File: config.mk
export PLATFORM = sky130hd
export DESIGN_NAME = boot_memory_arbiter
export DESIGN_NICKNAME = d
export VERILOG_FILES = /design/src/rtl/boot_memory_arbiter.sv
export SDC_FILE = /design/constraint.sdc
export NUM_CORES = 1
export LEC_CHECK = 0
export BUFFER_PORTS_ARGS = -buffer_cell sky130_fd_sc_hd__buf_2
export CAP_MARGIN = 20
export CORE_UTILIZATION = 40
export DETAILED_ROUTE_END_ITERATION = 10
export PLACE_DENSITY_LB_ADDON = 0.25
export SLEW_MARGIN = 40
export SYNTH_ARGS = -nofsm -noshare
export SYNTH_HDL_FRONTEND = slang
export SYNTH_SLANG_ARGS = --single-unit
export TNS_END_PERCENT = 100
File: constraint.sdc
create_clock -name CLK -period 1.6 [get_ports CLK]
set_clock_uncertainty 0.15 [all_clocks]
set_input_delay 0.08 -clock CLK [delete_from_list [all_inputs] [get_ports CLK]]
set_output_delay 0.08 -clock CLK [all_outputs]
set_load 0.02 [all_outputs]
File: src/rtl/boot_memory_arbiter.sv
// rtl/boot_memory_arbiter.sv - single-port boot memory arbiter, round-robin A/B with bounded B burst lock
// Grants are combinational; read data returns one cycle after issue to the requester that won.
module boot_memory_arbiter #(
   parameter int BITS         = 16,
   parameter int ADDRESS_BITS = 16,
   parameter int MAX_BURST    = 8
) (
   input  logic                    CLK,
   input  logic                    RST,
   input  logic                    A_REQ,
   input  logic                    A_WR,
   input  logic [ADDRESS_BITS-1:0] A_ADDRESS,
   input  logic [BITS-1:0]         A_DATA_IN,
   output logic                    A_GNT,
   output logic                    A_RVALID,
   output logic [BITS-1:0]         A_DATA_OUT,
   input  logic                    B_REQ,
   input  logic                    B_WR,
   input  logic [ADDRESS_BITS-1:0] B_ADDRESS,
   input  logic [BITS-1:0]         B_DATA_IN,
   input  logic                    B_LOCK,
   output logic                    B_GNT,
   output logic                    B_RVALID,
   output logic [BITS-1:0]         B_DATA_OUT,
   output logic [ADDRESS_BITS-1:0] MEM_ADDRESS,
   output logic [BITS-1:0]         MEM_DATA_IN,
   output logic                    MEM_WR,
   input  logic [BITS-1:0]         MEM_DATA_OUT
);

   typedef enum logic {IDLE, BURST_B} state_t;

   localparam logic [7:0] MAX_BURST_C = 8'(MAX_BURST);
   localparam logic       BURST_EN    = (MAX_BURST > 1);

   state_t          state_q, state_d;
   logic            ptr_q, ptr_d;
   logic [7:0]      count_q, count_d;
   logic            a_rvalid_q, b_rvalid_q;
   logic [BITS-1:0] a_data_q, b_data_q;
   logic            a_gnt, b_gnt;
   logic            burst_hold;
   logic            eff_ptr;

   // ptr: 0 = A next, 1 = B next. Any cycle in BURST_B that B does not hold
   // is arbitrated as an IDLE cycle with A preferred, which also ends the burst.
   always_comb begin
      a_gnt      = 1'b0;
      b_gnt      = 1'b0;
      state_d    = state_q;
      ptr_d      = ptr_q;
      count_d    = count_q;
      burst_hold = (state_q == BURST_B) && B_REQ && B_LOCK;
      eff_ptr    = (state_q == BURST_B) ? 1'b0 : ptr_q;
      if (RST) begin
         state_d = IDLE;
      end else if (burst_hold) begin
         b_gnt   = 1'b1;
         count_d = (count_q == 8'hFF) ? count_q : count_q + 8'd1;
         if (count_d >= MAX_BURST_C) begin
            state_d = IDLE;
            ptr_d   = 1'b0;
            count_d = 8'd0;
         end
      end else begin
         state_d = IDLE;
         count_d = 8'd0;
         ptr_d   = eff_ptr;
         if (A_REQ && B_REQ) begin
            a_gnt = ~eff_ptr;
            b_gnt = eff_ptr;
         end else begin
            a_gnt = A_REQ;
            b_gnt = B_REQ;
         end
         if (a_gnt) begin
            ptr_d = 1'b1;
         end
         if (b_gnt) begin
            ptr_d = 1'b0;
            if (B_LOCK && BURST_EN) begin
               state_d = BURST_B;
               count_d = 8'd1;
            end
         end
      end
   end

   always_ff @(posedge CLK) begin
      if (RST) begin
         state_q    <= IDLE;
         ptr_q      <= 1'b0;
         count_q    <= 8'd0;
         a_rvalid_q <= 1'b0;
         b_rvalid_q <= 1'b0;
         a_data_q   <= '0;
         b_data_q   <= '0;
      end else begin
         state_q    <= state_d;
         ptr_q      <= ptr_d;
         count_q    <= count_d;
         a_rvalid_q <= a_gnt & ~A_WR;
         b_rvalid_q <= b_gnt & ~B_WR;
         if (a_rvalid_q) begin
            a_data_q <= MEM_DATA_OUT;
         end
         if (b_rvalid_q) begin
            b_data_q <= MEM_DATA_OUT;
         end
      end
   end

   assign A_GNT       = a_gnt;
   assign B_GNT       = b_gnt;
   assign MEM_ADDRESS = b_gnt ? B_ADDRESS : A_ADDRESS;
   assign MEM_DATA_IN = b_gnt ? B_DATA_IN : A_DATA_IN;
   assign MEM_WR      = (a_gnt & A_WR) | (b_gnt & B_WR);

   // Returning data is suppressed in the cycle reset asserts.
   assign A_RVALID   = a_rvalid_q & ~RST;
   assign B_RVALID   = b_rvalid_q & ~RST;
   assign A_DATA_OUT = a_rvalid_q ? MEM_DATA_OUT : a_data_q;
   assign B_DATA_OUT = b_rvalid_q ? MEM_DATA_OUT : b_data_q;

endmodule

* Yosys cells after proc, flatten, opt, wreduce, memory -nomap -nowiden
Index checks and enable logic that the tools add are counted.
Storage, ports and cells: output and inout port bits 69, logic and storage cells 52, memory bits (writable) 0, bits in read-only memories 0, memories kept 0, input port bits 87, bits in latches 0, bits in registers 44
Operators by class: $mul 0, divide/modulo/power cells 0, $add $sub $neg 1, order comparisons 1, reductions and logical operators 3, shifts and indexed selects 0, multiplexer cells 27, bitwise logic cells 11, equal/unequal tests 2
Operators by type and width (number):
- 16-bit 2-to-1 mux | 4
- 8-bit 2-to-1 mux | 3
- 1-bit 2-to-1 mux | 20
- 8-bit by 1-bit adder with 8-bit output (second input constant) | 1
- 8-bit equality test (second input constant) | 1
- 8-bit by 4-bit greater-or-equal comparator with 1-bit output (second input constant) | 1
- 1-bit bitwise AND | 6
- 1-bit inverter | 4
- 1-bit logical AND | 3
- 2-bit by 1-bit != test with 1-bit output (second input constant) | 1
- 1-bit bitwise OR | 1

* Longest topological paths before layout
depth after elaboration 9, depth in mapped cells 5, depth with buffers taken out 5

* Worst setup path after synthesis
Ideal clock, no wire load.
path type flip-flop to output port, from reg state_q, to out MEM_WR, buffers on the path 0, cell stages (with the launch flop) 5, data required time 1.370 ns, arrival 1.733 ns, setup slack -0.363 ns, cells stage by stage dfxtp_1 -> mux2i_1 -> nor2b_1 -> nor3b_1 -> a22o_1
On the way: cells in the longest elaborated chain, start to end 9, elaborated cells between the ends (all ways) 17, those cells by class 11 x mux; 4 x bitwise; 2 x reduce/logical
Ends and longest elaborated chain:
- start, declared | RTL line 36 | state_t state_q, state_d;
- start signal, assigned | RTL line 99 | state_q <= state_d;
- 1-bit 2-to-1 mux | RTL line 54 | eff_ptr = (state_q == BURST_B) ? 1'b0 : ptr_q;
- 1-bit inverter | RTL line 70 | a_gnt = ~eff_ptr;
- 1-bit 2-to-1 mux | RTL line 69 | if (A_REQ && B_REQ) begin
- 1-bit 2-to-1 mux | RTL line 57 | end else if (burst_hold) begin
- 1-bit 2-to-1 mux | RTL line 55 | if (RST) begin
- 1-bit 2-to-1 mux * | RTL line 57
- 1-bit 2-to-1 mux * | RTL line 55
- net A_GNT | RTL line 14 | output logic A_GNT,
- 1-bit bitwise AND * | RTL line 117 | assign MEM_WR = (a_gnt & A_WR) | (b_gnt & B_WR);
- 1-bit bitwise OR * | RTL line 117
- end, declared | RTL line 27 | output logic MEM_WR,
Mark *: on every way through the listed nets, which the timed path passes. The rest lies on a longest branch. The select of a mux whose other input is x is not followed.

* Worst setup path in the final report
from reg state_q, to out MEM_ADDRESS[6]
On the way: cells in the longest elaborated chain, start to end 7, elaborated cells between the ends (all ways) 9, those cells by class 7 x mux; 2 x reduce/logical
Ends and longest elaborated chain:
- 1-bit 2-to-1 mux | RTL line 54
- 1-bit 2-to-1 mux | RTL line 69
- 1-bit 2-to-1 mux | RTL line 57
- 1-bit 2-to-1 mux | RTL line 55
- 1-bit 2-to-1 mux * | RTL line 57
- 1-bit 2-to-1 mux * | RTL line 55
- 16-bit 2-to-1 mux * | RTL line 115 | assign MEM_ADDRESS = b_gnt ? B_ADDRESS : A_ADDRESS;
- end, declared | RTL line 25 | output logic [ADDRESS_BITS-1:0] MEM_ADDRESS,
Mark *: on every way between the ends. The rest lies on a longest branch, timed or not. The select of a mux whose other input is x is not followed.

==> metrics.txt <==
1st-iter DRT viols=42; Avg WL per Cell=13.57 um; most frequent cells in the layout=142 x buf_2, 59 x mux2_2, 40 x dfxtp_1; largest net degree at the start of global routing=37; violations in the final reports=negative setup slack; portion of total power attributed to sequential cells=41.8%; GP Congestion=0.7868; final core occ=66.93%; CTS root buf=clkbuf_8; maximum vdd drop=316.1 uV; Synth Area in Compound Gates=2.773%; placed insts=411; outcome=finished, violations left; fmax=0.5027 GHz; worst-case reg-to-reg path depth=5; critical path arrival=1760 ps; clock buffer count from CTS=5; FF-to-FF Start=state_q; TritonCTS Sinks=44; commonest non-fill, non-tap cell in the layout=buf_2; fin crit share=124.3%; Yosys reg bits=44; deepest clock path buffer count=2; Area contributors post-synth=dfxtp_1 42%, mux2_2 31%, nor2b_1 11%; flop-to-flop setup slack=70 ps; area leader, netlist=dfxtp_1; Leak=1.726 nW; synth warn=0; vias per cell=4.616; post-route ant nets=0; number of diodes=0; Sw Share=25.86%; chip width=74.82 um; Skew-Pair Late Insertion Delay=290 ps; CP Capture Point=MEM_ADDRESS[6]; Cell Rows=26; # port buffers=155; post-route DRC violation count=0; Worst Setup Start Kind=register; fraction of layout cells with a size suffix above 1=68.78%; Die H=74.82 um; DP Wirelength=4211 um; CP Launch Point=state_q; gr ovfl total=0; Hold Path Class=input pin to register; Pwr Density=802.4 mW/mm2; initial antenna violation count=0; Worst R2R End=state_q; RSZ-0062 raised after global routing=true; minimum clock period=1989 ps; share of the synthesized area in the top cell type=41.53%; Synth cell types=28; Logic pwr share=25.2%; Tot GR Track Use=18.34%; max_cap viols=0; critical path required time=1370 ps; final worst setup slack=-389.3 ps; register clock-pin slew on the reported worst setup and hold paths=90 ps; register area share after synthesis=41.53%; post-synthesis mux area share=35.40%; htree depth=2; Mapped Area=0.002121 mm2; Pint=2.033 mW; DP Worst Slack=-62.08 ps; Post-Synth XOR/XNOR Area=0.8260%; Finished Layout Cells=432; vias in the first global route=1697; CTS tree=yes; cells after synthesis=188; Max Fanout on Critical Path=17; Crit. End Element=output port; largest family of logic cells by synthesized area=multiplexers; total power=2.743 mW; syn_area_per_cell=11.28 um2; NetSw=0.7093 mW; Final #Nets=450; setup violators final=35; die area=0.005597 mm2; Slew Viols, Final=0; Fin Hold WS=4.967 ps; Post-Route WL=5864 um; 1st-pass router iterations=5; adder-cell share of the synthesized area=0.5900%; Area growth, synth to finish=61.18%; first-pass GRT wire length=7562 um; Core ar.=0.005107 mm2; Setup CP Type=register to output port; final hold vios=0; initial core utilization=41.52%; I/O pins=156; clock power share=33.0%; DR vias=1994; simple-gate area share of the yosys netlist=15.22%
[worst min-delay path by stage]
stage,slack [ps],from,end,cells after the start
3_5_place_dp,110,A_WR,a_rvalid_q,2
3_3_place_gp,110,A_WR,a_rvalid_q,2
2_1_floorplan,2,A_WR,a_rvalid_q,1
5_1_grt,4,MEM_DATA_OUT[9],a_data_q[9],3
4_1_cts,1,MEM_DATA_OUT[8],a_data_q[8],3
6_report,5,MEM_DATA_OUT[9],a_data_q[9],3
[worst max-delay path, cell delays in order (launching register included)]
cell	delay (ps)
dfxtp_4	360
mux2i_4	190
a21boi_4	200
clkbuf_16	220
mux2_2	350
buf_2	160
[registers in the layout, indices dropped and copies added (netlist names)]
register,flops
state_q,1
b_data_q,16
a_data_q,16
b_rvalid_q,1
a_rvalid_q,1
count_q,8
ptr_q,1
[timing repair]
action                     CTS  global route
buffers inserted             0             4
setup endpoints to repair   35            68
hold buffers                 7             0
cloned                       0             3
resized for setup            5            27
hold endpoints to repair     6             0
pin swaps                    1             1
[cell usage after synthesis]
| cell type | instances |
|---|---|
| conb_1 | 1 |
| buf_6 | 3 |
| nor2b_1 | 37 |
| nand4_1 | 1 |
| mux2_1 | 6 |
| mux2i_1 | 3 |
| buf_2 | 5 |
| a21boi_0 | 1 |
| nor3b_1 | 1 |
| mux2_2 | 58 |
| nand3_1 | 4 |
| a21boi_4 | 1 |
| a21oi_1 | 1 |
| inv_1 | 1 |
| nand2b_1 | 1 |
| o21ai_0 | 2 |
| a22o_1 | 1 |
| ha_1 | 1 |
| nor4_1 | 1 |
| o32ai_1 | 1 |
| nand3b_1 | 1 |
| xor2_1 | 2 |
| and3_1 | 1 |
| nor2_1 | 4 |
| clkbuf_1 | 3 |
| nor2b_2 | 1 |
| dfxtp_1 | 44 |
| nand2_1 | 2 |
[power by group through the flow]
stage | Sequential (mW) | Combinational [mW] | Clock (mW)
2_1_floorplan | 1.17 | 0.373 | 0
3_3_place_gp | 1.17 | 0.610 | 0
3_5_place_dp | 1.17 | 0.615 | 0
4_1_cts | 1.15 | 0.636 | 0.936
5_1_grt | 1.15 | 0.738 | 0.987
6_report | 1.15 | 0.690 | 0.906
[metal layers]
metal	vias to the layer above	part of all wire, %	global-route usage [%]
li1	988	-	-
met1	910	37	19.52
met2	90	55	34.53
met3	6	5.7	4.685
met4	0	1.8	6.918
met5	-	0	0
[final cells by class]
type | instances | area, um2
tap | 70 | 87.58
multi-input combinational | 136 | 1234
sequential | 44 | 893.4
timing repair buffer | 174 | 1076
fill | 428 | 1689
clock buffer | 6 | 93.84
inverter | 1 | 3.754
clock inverter | 1 | 30.03
[through the flow]
stage,setup TNS [ps],instance area (um2)
CTS,-11830,3232
global route,-14410,3418
floorplan,-100.5,2157
detailed placement,-1203,3025
finish,-11960,3418
global placement,-949.6,3025
[kinds of logic (layout without fill, tap and decap cells)]
kind of cell	after synthesis	after routing
AO/OA/AOI/OAI	7	7
XOR/XNOR	2	2
adder cells (fa/ha/maj)	1	1
buffers and inverters	12	182
flip-flops	44	44
multiplexers	67	67
other	1	5
AND/OR/NAND/NOR	54	54
Power figures use the tool's default switching activity.
